## config.mk

```make
export PLATFORM = sky130hd
export DESIGN_NAME = xor_share_arbiter
export DESIGN_NICKNAME = d
export VERILOG_FILES = /design/src/rtl/xor_share_arbiter_pkg.sv /design/src/rtl/xor_share_arbiter_rr_pick.sv /design/src/rtl/xor_share_arbiter.sv
export SDC_FILE = /design/constraint.sdc
export NUM_CORES = 1
export LEC_CHECK = 0
export BUFFER_PORTS_ARGS = -buffer_cell sky130_fd_sc_hd__buf_2
export CORE_ASPECT_RATIO = 0.9
export CORE_MARGIN = 2
export CORE_UTILIZATION = 47
export DETAILED_ROUTE_END_ITERATION = 16
export GPL_ROUTABILITY_DRIVEN = 0
export PLACE_DENSITY = 0.84
export SETUP_SLACK_MARGIN = 0.5
export SLEW_MARGIN = 30
export SYNTH_ARGS = -nofsm -noshare
export SYNTH_HDL_FRONTEND = slang
export SYNTH_HIERARCHICAL = 1
export SYNTH_SLANG_ARGS = --single-unit
```

## constraint.sdc

```tcl
create_clock -name CLK -period 3.8 [get_ports CLK]
set_input_delay 0.95 -clock CLK [delete_from_list [all_inputs] [get_ports CLK]]
set_output_delay 0.95 -clock CLK [all_outputs]
set_load 0.02 [all_outputs]
```

## src/rtl/xor_share_arbiter_pkg.sv

```systemverilog
// Shared types and helpers for the XOR-share arbiter slice.
//   rsp_state_e : occupancy of the single-entry response register
//   rr_next     : round-robin pointer advance, wrapping at n
package xor_share_arbiter_pkg;

  typedef enum logic {
    RSP_EMPTY = 1'b0,
    RSP_FULL  = 1'b1
  } rsp_state_e;

  function automatic int unsigned rr_next(input int unsigned cur, input int unsigned n);
    return (cur + 1 == n) ? 0 : cur + 1;
  endfunction

endpackage

```

## src/rtl/xor_share_arbiter_rr_pick.sv

```systemverilog
// Round-robin priority picker, reusable by any shared-resource controller.
// Scans req_i starting at ptr_i and wrapping; the first set bit wins.
//   req_i : N-wide request vector
//   ptr_i : index with highest priority this cycle
//   gnt_o : one-hot grant (zero when no request)
//   idx_o : binary index of the winner (zero when no request)
//   any_o : at least one request present
module xor_share_arbiter_rr_pick #(
  parameter int unsigned N     = 4,
  parameter int unsigned IDX_W = 2
) (
  input  logic [N-1:0]     req_i,
  input  logic [IDX_W-1:0] ptr_i,
  output logic [N-1:0]     gnt_o,
  output logic [IDX_W-1:0] idx_o,
  output logic             any_o
);

  logic [IDX_W-1:0] j;

  always_comb begin
    gnt_o = '0;
    idx_o = '0;
    any_o = 1'b0;
    j     = '0;
    for (int unsigned k = 0; k < N; k++) begin
      j = IDX_W'((32'(ptr_i) + k) % N);
      if (!any_o && req_i[j]) begin
        any_o    = 1'b1;
        gnt_o[j] = 1'b1;
        idx_o    = j;
      end
    end
  end

endmodule

```

## src/rtl/xor_share_arbiter.sv

```systemverilog
// Shares one registered bitwise XOR unit between NUM_REQ requesters with
// round-robin arbitration and a single-entry, back-pressured response register.
//   CLK, RST   : clock, asynchronous active-high reset
//   REQ_VALID  : per-requester operand valid
//   REQ_A/B    : packed operands, requester i at [i*WIDTH +: WIDTH]
//   REQ_READY  : one-hot (or zero) accept
//   RSP_VALID  : result valid
//   RSP_DATA   : A ^ B of the accepted request
//   RSP_ID     : index of the requester that produced RSP_DATA
//   RSP_READY  : downstream accepts the result
//   GRANT_CNT  : accepted requests since reset, wrapping
module xor_share_arbiter
  import xor_share_arbiter_pkg::*;
#(
  parameter int unsigned NUM_REQ = 4,
  parameter int unsigned WIDTH   = 8,
  parameter int unsigned ID_W    = 2,
  parameter int unsigned CNT_W   = 16
) (
  input  logic                     CLK,
  input  logic                     RST,
  input  logic [NUM_REQ-1:0]       REQ_VALID,
  input  logic [NUM_REQ*WIDTH-1:0] REQ_A,
  input  logic [NUM_REQ*WIDTH-1:0] REQ_B,
  output logic [NUM_REQ-1:0]       REQ_READY,
  output logic                     RSP_VALID,
  output logic [WIDTH-1:0]         RSP_DATA,
  output logic [ID_W-1:0]          RSP_ID,
  input  logic                     RSP_READY,
  output logic [CNT_W-1:0]         GRANT_CNT
);

  rsp_state_e       state_q, state_d;
  logic [WIDTH-1:0] data_q, data_d;
  logic [ID_W-1:0]  id_q, id_d;
  logic [ID_W-1:0]  ptr_q, ptr_d;
  logic [CNT_W-1:0] cnt_q, cnt_d;

  logic [NUM_REQ-1:0] gnt;
  logic [ID_W-1:0]    win_idx;
  logic               win_any;
  logic               out_free;
  logic               accept;

  logic [WIDTH-1:0] a_arr [NUM_REQ];
  logic [WIDTH-1:0] b_arr [NUM_REQ];

  for (genvar g = 0; g < NUM_REQ; g++) begin : g_unpack
    assign a_arr[g] = REQ_A[g*WIDTH +: WIDTH];
    assign b_arr[g] = REQ_B[g*WIDTH +: WIDTH];
  end

  xor_share_arbiter_rr_pick #(
    .N     (NUM_REQ),
    .IDX_W (ID_W)
  ) u_rr_pick (
    .req_i (REQ_VALID),
    .ptr_i (ptr_q),
    .gnt_o (gnt),
    .idx_o (win_idx),
    .any_o (win_any)
  );

  // Gating on RST keeps REQ_READY low for the whole reset pulse, even though
  // the emptied response register would otherwise report out_free.
  assign out_free  = (state_q == RSP_EMPTY) || RSP_READY;
  assign accept    = win_any && out_free && !RST;
  assign REQ_READY = accept ? gnt : '0;

  always_comb begin
    state_d = state_q;
    data_d  = data_q;
    id_d    = id_q;
    ptr_d   = ptr_q;
    cnt_d   = cnt_q;
    if (accept) begin
      state_d = RSP_FULL;
      data_d  = a_arr[win_idx] ^ b_arr[win_idx];
      id_d    = win_idx;
      ptr_d   = ID_W'(rr_next(32'(win_idx), NUM_REQ));
      cnt_d   = cnt_q + CNT_W'(1);
    end else if (RSP_READY) begin
      state_d = RSP_EMPTY;
    end
  end

  always_ff @(posedge CLK or posedge RST) begin
    if (RST) begin
      state_q <= RSP_EMPTY;
      data_q  <= '0;
      id_q    <= '0;
      ptr_q   <= '0;
      cnt_q   <= '0;
    end else begin
      state_q <= state_d;
      data_q  <= data_d;
      id_q    <= id_d;
      ptr_q   <= ptr_d;
      cnt_q   <= cnt_d;
    end
  end

  assign RSP_VALID = (state_q == RSP_FULL);
  assign RSP_DATA  = data_q;
  assign RSP_ID    = id_q;
  assign GRANT_CNT = cnt_q;

endmodule
```

==> impl_metrics.ini, run 1 <==
[placement]
post_dp_cell_area_sq_um = 2730
dpl.hpwl_um = 3800
numPlacedInstances = 358
port_buffers = 101

[floorplanning]
die_w_um = 75.4
die-area_sq_um = 5140
rows = 23
start_util_pct = 48.6
coreArea_sq_um = 4430
pin_count = 102
die_y_um = 68.2

[critical_path]
worst-path-stages = 7
critPathMaxFanout = 6
rr_worst_depth = 8
startpoint_type = input port
crit_chain = buf_8 > mux4_2 > nor4b_4 > a22oi_1 > o21ai_1 > and2_1 > buf_6
cp_top_family = simple AND/OR/NAND/NOR gates
cpMaxStageDelayCell = mux4_2
worst_setup_path_end_kind = output pin
worstPathRequired_ns = 2.85
arrival_ns = 2.50
slowest_delay_ns = 0.53
crit_type = in2out
cp_num_buf_inv = 2

[sta]
slew_headroom_pct = 62.0
fmax_mhz = 290
min_period_ns = 3.45
rsz0062_at_grt = yes
tightest_slew_ns = 0.570
hold_viol_final = 0
slew_violations = 0
skew_ns = 0.00244
setup_viol = 0
finalCritPeriodShare_pct = 90.7
fin_setup_tns_ns = 0

[power_and_ir_drop]
ir_drop_mv = 0.323
seq_power_share_pct = 23.5
internal_power_mw = 1.23
p_per_area_nw_per_um2 = 723
comb_power_share_pct = 61.4
fin_total_pwr_mw = 2.12
swShare_pct = 41.9
switching_power_uw = 886
p_leak_nw = 1.37
p_clk_share_pct = 15.0

[yosys]
synth_nets = 276
ys.flop_type = dfrtp_1
yosysSeqAreaShare_pct = 33.7
synthesis.area_sq_um = 2150
yosysUniqueCellTypes = 42
ys_warn_count = 6
netlist.top_cell.by_area = dfrtp_1
synth_edf_count = 0
synth_area_leaders = dfrtp_1 34%, xnor2_1 17%, mux4_2 10%, nand2_1 4.9%, ha_1 4.1%
syn_inst = 198
synthArstFlopShare_pct = 100
yosys.area.top_type_share_pct = 33.7
synth_area_per_cell_sq_um = 10.9
synth_seq_cells = 29

[layout]
fin_util_pct = 66.1
fill_cells = 358
antennaDiodeCount = 0
area_growth_pct = 35.9
drive_gt1_share_pct = 47.9
fin_cells = 369
stdcell_area_sq_um = 2930
fin_nets = 384

[grt]
grt_pass1_vias = 1709
grt_max_degree = 30
gr-usage-all-layers_pct = 18.2
grt_pass1_wl_um = 7170
antenna_found_initial = 0
grt_overflow = 0

[cts]
cts_made_buffers = 5
cts_tree = done
htreeDepth = 2
cts-root-buf = clkbuf_8
hold_buffers = 0
insertion_delay_ns = 0.27
clkTransAtPathRegs_ns = 0.06
cts.sinks = 29
cts_buffer_depth = 2

[detailed_routing]
drc_errors = 0
wl_per_cell_um = 12.9
vias_per_cell = 5.10
routed_wirelength_um = 4740
ant_nets = 0
num_vias = 1881
drt_iter0_markers = 112
drt_pre_antenna_iters = 4

[worst_hold_path]
hold_path_depth = 1
hold_path_class = reg2reg

[status]
status = finished, final reports clean

[run]
maxCapViolations = 0
## cells by family (layout without fill, tap and decap cells)
kind of cell | count (synthesis) | in the layout | synth area share (%)
and+or+nand+nor | 60 | 60 | 17.5
adders and majority gates | 7 | 7 | 4.06
buffers and inverters | 13 | 122 | 3.31
xor gates and xnor gates | 47 | 47 | 19.1
muxes | 15 | 15 | 14.4
AOI/OAI and AO/OA | 27 | 27 | 7.96
DFF | 29 | 29 | 33.7
## through the flow
step	hold slack (ns)	setup slack, ns
6_report	0.471	0.353
2_1_floorplan	0.522	0.537
3_5_place_dp	0.461	0.183
4_1_cts	0.477	0.349
5_1_grt	0.487	0.273
3_3_place_gp	0.458	0.240
## cell usage after synthesis, types with 2 or more instances
library cell,number
ha_1,7
mux4_2,10
mux4_1,2
nand2b_1,2
o31ai_1,2
buf_6,2
o21ai_1,6
nor2_1,3
buf_2,3
xnor2_1,43
nand3_1,4
dfrtp_1,29
inv_1,5
xor2_1,4
nor3_2,2
nor4_4,2
nand2_1,28
mux2_2,2
o21ai_0,7
and2_1,4
a22oi_1,8
nand4_1,3
## state kept, by name (all words and copies together), names as in the netlist
register   flops
RSP_DATA       8
GRANT_CNT     16
ptr_q          2
RSP_ID         2
RSP_VALID      1
## metal layers
metal | vias to the layer above | track usage (%) | wire (um)
li1 | 915 | - | -
met1 | 881 | 20.9 | 1830
met2 | 83 | 33.9 | 2530
met3 | 2 | 4.42 | 355
met4 | 0 | 3.95 | 25
met5 | - | 0 | 0
## power by group through the flow
stage	Combinational [mW]	Sequential, mW	Clock, mW
2_1_floorplan	0.808	0.619	0
3_3_place_gp	1.20	0.499	0
3_5_place_dp	1.25	0.504	0
4_1_cts	1.29	0.500	0.329
5_1_grt	1.42	0.516	0.340
6_report	1.30	0.498	0.318
## placed cells by master (no fill, tap or decap), types with 2 or more instances in the layout
master / count
and2_1: 2
xor2_1: 4
dfrtp_1: 29
buf_6: 6
and2_4: 2
buf_4: 9
inv_1: 4
nand2b_1: 2
mux4_2: 11
nand2_1: 28
nor2_1: 3
nand3_1: 4
a22oi_1: 7
xnor2_1: 43
ha_1: 7
nand4_1: 3
nor4_4: 2
nor3_2: 3
o21ai_1: 10
o21ai_0: 3
clkbuf_8: 6
mux2_2: 2
buf_2: 93
## final cells by class
type                    instances  area (sq um)  area share, %
flip-flops and latches         29           726           24.8
well taps                      62          77.6           2.65
multi-input cells             156          1380           46.9
clock inverters                 1          30.0           1.03
inverters                       5          18.8          0.641
clock buffers                   7          86.3           2.95
repair buffers                109           616           21.0
## worst paths after layout
path	start	to	slack, ns
hold / removal	GRANT_CNT[15]	GRANT_CNT[15]	0.47
setup reg to reg	ptr_q[1]	RSP_DATA[7]	0.84
hold reg to reg	GRANT_CNT[15]	GRANT_CNT[15]	0.47
max in group asynchronous	RST	GRANT_CNT[9]	2.67
setup / recovery	REQ_VALID[3]	REQ_READY[0]	0.35
min in group asynchronous	RST	ptr_q[0]	0.75
## timing repair
item | in CTS | in global routing
buffers inserted | 3 | 0
pin swaps | 3 | 5
setup endpoints to repair | 4 | 12
resized for setup | 15 | 11
(Power assumes the default switching activity.)
==> inputs of run 2 (changes only) <==
--- a/config.mk
+++ b/config.mk
@@ -8,10 +8,11 @@
 export BUFFER_PORTS_ARGS = -buffer_cell sky130_fd_sc_hd__buf_2
 export CORE_ASPECT_RATIO = 0.9
 export CORE_MARGIN = 2
-export CORE_UTILIZATION = 47
+export CORE_UTILIZATION = 42
+export CTS_CLUSTER_SIZE = 25
 export DETAILED_ROUTE_END_ITERATION = 16
 export GPL_ROUTABILITY_DRIVEN = 0
-export PLACE_DENSITY = 0.84
+export PLACE_DENSITY = 0.79
 export SETUP_SLACK_MARGIN = 0.5
 export SLEW_MARGIN = 30
 export SYNTH_ARGS = -nofsm -noshare
==> constraint.sdc (replaced) <==
create_clock -name CLK -period 3.1 [get_ports CLK]
set_input_delay 0.775 -clock CLK [delete_from_list [all_inputs] [get_ports CLK]]
set_output_delay 0.775 -clock CLK [all_outputs]
set_load 0.02 [all_outputs]
==> run 2 against run 1 <==
Against the previous run: the flow now finishes with violations (negative setup slack); flip-flop and latch count unchanged; worst setup slack worse by 0.40 ns; sequential share of layout area shrank 1.7 points; clock power grew 6.3%; die area is 11% higher; power rose by 41%; non-clock buffer count up 12; final area increased by 7.4%; routed wire length is 13% higher; critical path type unchanged.
==> impl_metrics.ini, run 2 (same netlist as run 1, synthesis figures left out) <==
[sta]
tightest_slew_ns = 0.527
fmax_mhz = 318
fin_setup_tns_ns = -0.159
rsz0062_at_grt = yes
slew_violations = 0
setup_viol = 4
finalCritPeriodShare_pct = 102
slew_headroom_pct = 63.9
skew_ns = 0.00539
hold_viol_final = 0
finalWorstSetupSlack_ns = -0.0469
min_period_ns = 3.15

[detailed_routing]
wl_met1_um = 2090
ant_nets = 0
routed-wl-met2_um = 2850
vias_per_cell = 4.90
num_vias = 1882
routed_wirelength_um = 5350
wl_per_cell_um = 13.9
drt_pre_antenna_iters = 4
drc_errors = 0
routed.top_layer = met4
met3_wirelength_um = 372
drt_iter0_markers = 60

[cts]
insertion_delay_ns = 0.27
cts_tree = done
cts.sinks = 29
htreeDepth = 2
cts_buffer_depth = 2
clkTransAtPathRegs_ns = 0.06
hold_buffers = 0
cts_made_buffers = 5
cts-root-buf = clkbuf_8

[layout]
fin_cells = 384
antennaDiodeCount = 0
area_growth_pct = 46.1
stdcell_area_sq_um = 3150
fill_cells = 384
fin_nets = 396
final_cell_mix = 93 x buf_2, 43 x xnor2_1, 29 x dfrtp_1
final_common_cell = buf_2
drive_gt1_share_pct = 54.5
multi_input_area_sq_um = 1470
largest_reg_flops = 16
ff_latch_area_sq_um = 726

[critical_path]
startpoint_type = input port
crit_type = in2out
arrival_ns = 2.37
worstPathRequired_ns = 2.32
worst_setup_path_end_kind = output pin
critPathMaxFanout = 5

[status]
status = finished, violations left
violations = negative setup slack

[placement]
post_dp_cell_area_sq_um = 2820
dpl.hpwl_um = 3930
place_ws_ns = -0.0973
port_buffers = 101
numPlacedInstances = 367

[power_and_ir_drop]
p_per_area_nw_per_um2 = 947
p_leak_nw = 1.46
ir_drop_mv = 0.457
fin_total_pwr_mw = 2.98

[grt]
grt_pass1_vias = 1865
gr-usage-all-layers_pct = 18.9
grt_pass1_wl_um = 8420
grt_overflow = 0
antenna_found_initial = 0
grt_max_degree = 30

[run]
maxCapViolations = 0

[floorplanning]
rows = 24
die_y_um = 71.9
pin_count = 102
start_util_pct = 44.0
die_w_um = 79.5
die-area_sq_um = 5720
coreArea_sq_um = 4890

[worst_hold_path]
hold_path_class = reg2reg
-- run 2: changes by cell type in the layout (fill, tap and decap cells not counted), sizes merged --
cell    before  now
bufinv       1    0
buf        109  120
clkinv       0    1
clkbuf       7    8
-- run 2: power breakdown --
| group | switching [mW] | internal (mW) |
|---|---|---|
| Clock | 0.138 | 0.200 |
| Sequential | 0.117 | 0.506 |
| Combinational | 0.996 | 1.02 |
| Total | 1.25 | 1.73 |
-- run 2: routing by layer --
layer	up-vias	track usage [%]
met5	-	0
met4	0	5.56
met3	5	3.98
met2	82	34.3
met1	857	22.8
li1	938	-
-- run 2: path summary, 6_finish.rpt --
path,startpoint,end,slack (ns),cells after the start
setup reg to reg,ptr_q[1],RSP_DATA[3],0.15,10
hold reg to reg,GRANT_CNT[15],GRANT_CNT[15],0.47,1
max in group asynchronous,RST,RSP_DATA[2],2.24,3
setup / recovery,REQ_VALID[1],REQ_READY[0],-0.05,7
hold / removal,GRANT_CNT[15],GRANT_CNT[15],0.47,1
min in group asynchronous,RST,GRANT_CNT[2],0.58,3
-- run 2: critical path, stage by stage --
cell	delay, ns
buf_8	0.10
mux4_2	0.53
nor4b_4	0.48
a22oi_1	0.13
o21ai_1	0.10
and2_4	0.15
buf_6	0.11
-- run 2: area by class of cell --
class                      count  area share [%]
multi-input combinational    156            46.6
timing repair buffer         121            24.0
sequential                    29            23.1
clock buffer                   7            3.06
tap                           65            2.58
inverter                       5           0.596
clock inverter                 1           0.159
-- run 2: what timing repair did --
item,4_1_cts,5_1_grt
setup buffers,5,3
gates resized for setup,33,12
hold endpoints to repair,0,0
endpoints found under the setup margin,14,18
cloned,1,0
pin swaps,5,6
-- run 2: per-stage QoR --
| step | utilization [%] | hold WS [ns] |
|---|---|---|
| 4_1_cts | 62.9 | 0.475 |
| 6_report | 64.3 | 0.467 |
| 5_1_grt | 64.3 | 0.514 |
| 3_5_place_dp | 57.5 | 0.458 |
| 2_1_floorplan | - | 0.522 |
| 3_3_place_gp | 57.5 | 0.459 |
==> inputs of run 3 (changes only) <==
--- a/config.mk
+++ b/config.mk
@@ -12,6 +12,7 @@
 export CTS_CLUSTER_SIZE = 25
 export DETAILED_ROUTE_END_ITERATION = 16
 export GPL_ROUTABILITY_DRIVEN = 0
+export MAX_ROUTING_LAYER = met4
 export PLACE_DENSITY = 0.79
 export SETUP_SLACK_MARGIN = 0.5
 export SLEW_MARGIN = 30
==> run 3 against run 2 <==
Against the previous run: the run still ends with negative setup slack left; hold slack is essentially flat; power shrank 0.24%; via count grew 0.64%; utilization is the same; sequential power is essentially flat; worst setup slack gained 0.0022 ns; fmax is essentially flat; first-iteration DRC count grew 10%; flip-flop and latch count is the same; routed wire length shrank 0.73%.
==> impl_metrics.ini, run 3 (same netlist as run 1, synthesis figures left out) <==
[status]
status = finished, violations left
violations = negative setup slack

[critical_path]
reg2reg_from = ptr_q[1]
arrival_ns = 2.37
cp_top_family = simple AND/OR/NAND/NOR gates
crit_chain = buf_8 > mux4_2 > nor4b_4 > a22oi_1 > o21ai_1 > and2_4 > buf_6
critPathMaxFanout = 5
cp_num_buf_inv = 2
rr_worst_depth = 10
reg2reg_slack_ns = 0.16
crit_type = in2out
cpMaxStageDelayCell = mux4_2
slowest_delay_ns = 0.53
startpoint_type = input port
worst_setup_path_end_kind = output pin
worstPathRequired_ns = 2.32
r2r_end = RSP_DATA[3]

[cts]
insertion_delay_ns = 0.27
cts-root-buf = clkbuf_8
cts.sinks = 29
cts_made_buffers = 5
cts_buffer_depth = 2
htreeDepth = 2
clkTransAtPathRegs_ns = 0.06
cts_tree = done

[grt]
antenna_found_initial = 0
gr-usage-all-layers_pct = 19.5
grt_max_degree = 30
grt_pass1_vias = 1865
grt_overflow = 0
grt_pass1_wl_um = 8380

[detailed_routing]
drt_iter0_markers = 66
drt_pre_antenna_iters = 6
wl_per_cell_um = 13.8
drc_errors = 0
routed_wirelength_um = 5310
ant_nets = 0
num_vias = 1894
vias_per_cell = 4.93

[power_and_ir_drop]
p_per_area_nw_per_um2 = 944
fin_total_pwr_mw = 2.97
p_leak_nw = 1.46
ir_drop_mv = 0.455

[floorplanning]
die_w_um = 79.5
pin_count = 102
coreArea_sq_um = 4890
die-area_sq_um = 5720
die_y_um = 71.9
rows = 24
start_util_pct = 44.0

[sta]
skew_ns = 0.00448
finalWorstSetupSlack_ns = -0.0447
hold_slack_ns = 0.467
tightest_slew_ns = 0.513
setup_viol = 4
min_period_ns = 3.14
slew_violations = 0
rsz0062_at_grt = yes
slew_headroom_pct = 64.8
finalCritPeriodShare_pct = 101
hold_viol_final = 0
fmax_mhz = 318

[placement]
post_dp_cell_area_sq_um = 2820
place_ws_ns = -0.0973
dpl.hpwl_um = 3930
numPlacedInstances = 367
port_buffers = 101

[worst_hold_path]
hp-start = GRANT_CNT[15]
min_to = GRANT_CNT[15]
hold_path_depth = 1
hold_path_class = reg2reg

[layout]
fin_cells = 384
final_common_cell = buf_2
drive_gt1_share_pct = 54.5
stdcell_area_sq_um = 3150
largest_reg_flops = 16
antennaDiodeCount = 0
fin_nets = 396
area_growth_pct = 46.1
final_cell_mix = 93 x buf_2, 43 x xnor2_1, 29 x dfrtp_1

[run]
maxCapViolations = 0
-- run 3: cell counts in the layout (fill, tap and decap cells not counted) --
Identical to the previous run, type by type.
-- run 3: routing by layer --
layer	wire length [um]	global-route usage, %	up-vias
met5	0	-	-
met4	40	5.56	0
met3	334	3.48	5
met2	2830	34.2	81
met1	2110	23.0	867
li1	-	-	941
-- run 3: worst max path at each step --
stage / start / to / cells past startpoint
floorplan: REQ_VALID[2] / REQ_READY[0] / 6
global placement: REQ_VALID[0] / REQ_READY[0] / 7
detailed placement: REQ_VALID[0] / REQ_READY[2] / 7
CTS: REQ_VALID[2] / REQ_READY[2] / 7
global route: REQ_VALID[1] / REQ_READY[3] / 7
finish: REQ_VALID[1] / REQ_READY[0] / 7
-- run 3: cell type report --
| class | instances | area, sq um |
|---|---|---|
| flip-flops and latches | 29 | 726 |
| multi-input cells | 156 | 1470 |
| repair buffers | 121 | 754 |
| clock buffers | 7 | 96.3 |
| inverters | 5 | 18.8 |
| well taps | 65 | 81.3 |
| fillers | 384 | 1750 |
| clock inverters | 1 | 5.00 |
-- run 3: stage by stage --
stage	TNS, ns	utilization [%]
final	-0.149	64.3
after global placement	0	57.5
after floorplan	0	-
after CTS	-0.00315	62.9
after global routing	-0.393	64.3
after detailed placement	-0.506	57.5
-- run 3: repair_timing --
action	CTS	global route
hold buffers	0	0
resized for setup	33	12
endpoints found under the setup margin	14	18
setup buffers	5	3
pin swaps	5	6
gates cloned	1	0
-- run 3: worst register-to-register path: cells and delay by family, from the launching register on --
family	cells	cell delay, ns
mux	2	0.97
buf+inv	4	0.60
simple gates	2	0.51
compound gates	2	0.40
flops	1	0.39
-- run 3: power breakdown --
group / internal [mW] / switching (mW)
clock: 0.200 / 0.138
sequential: 0.506 / 0.116
combinational: 1.02 / 0.989
total: 1.73 / 1.24
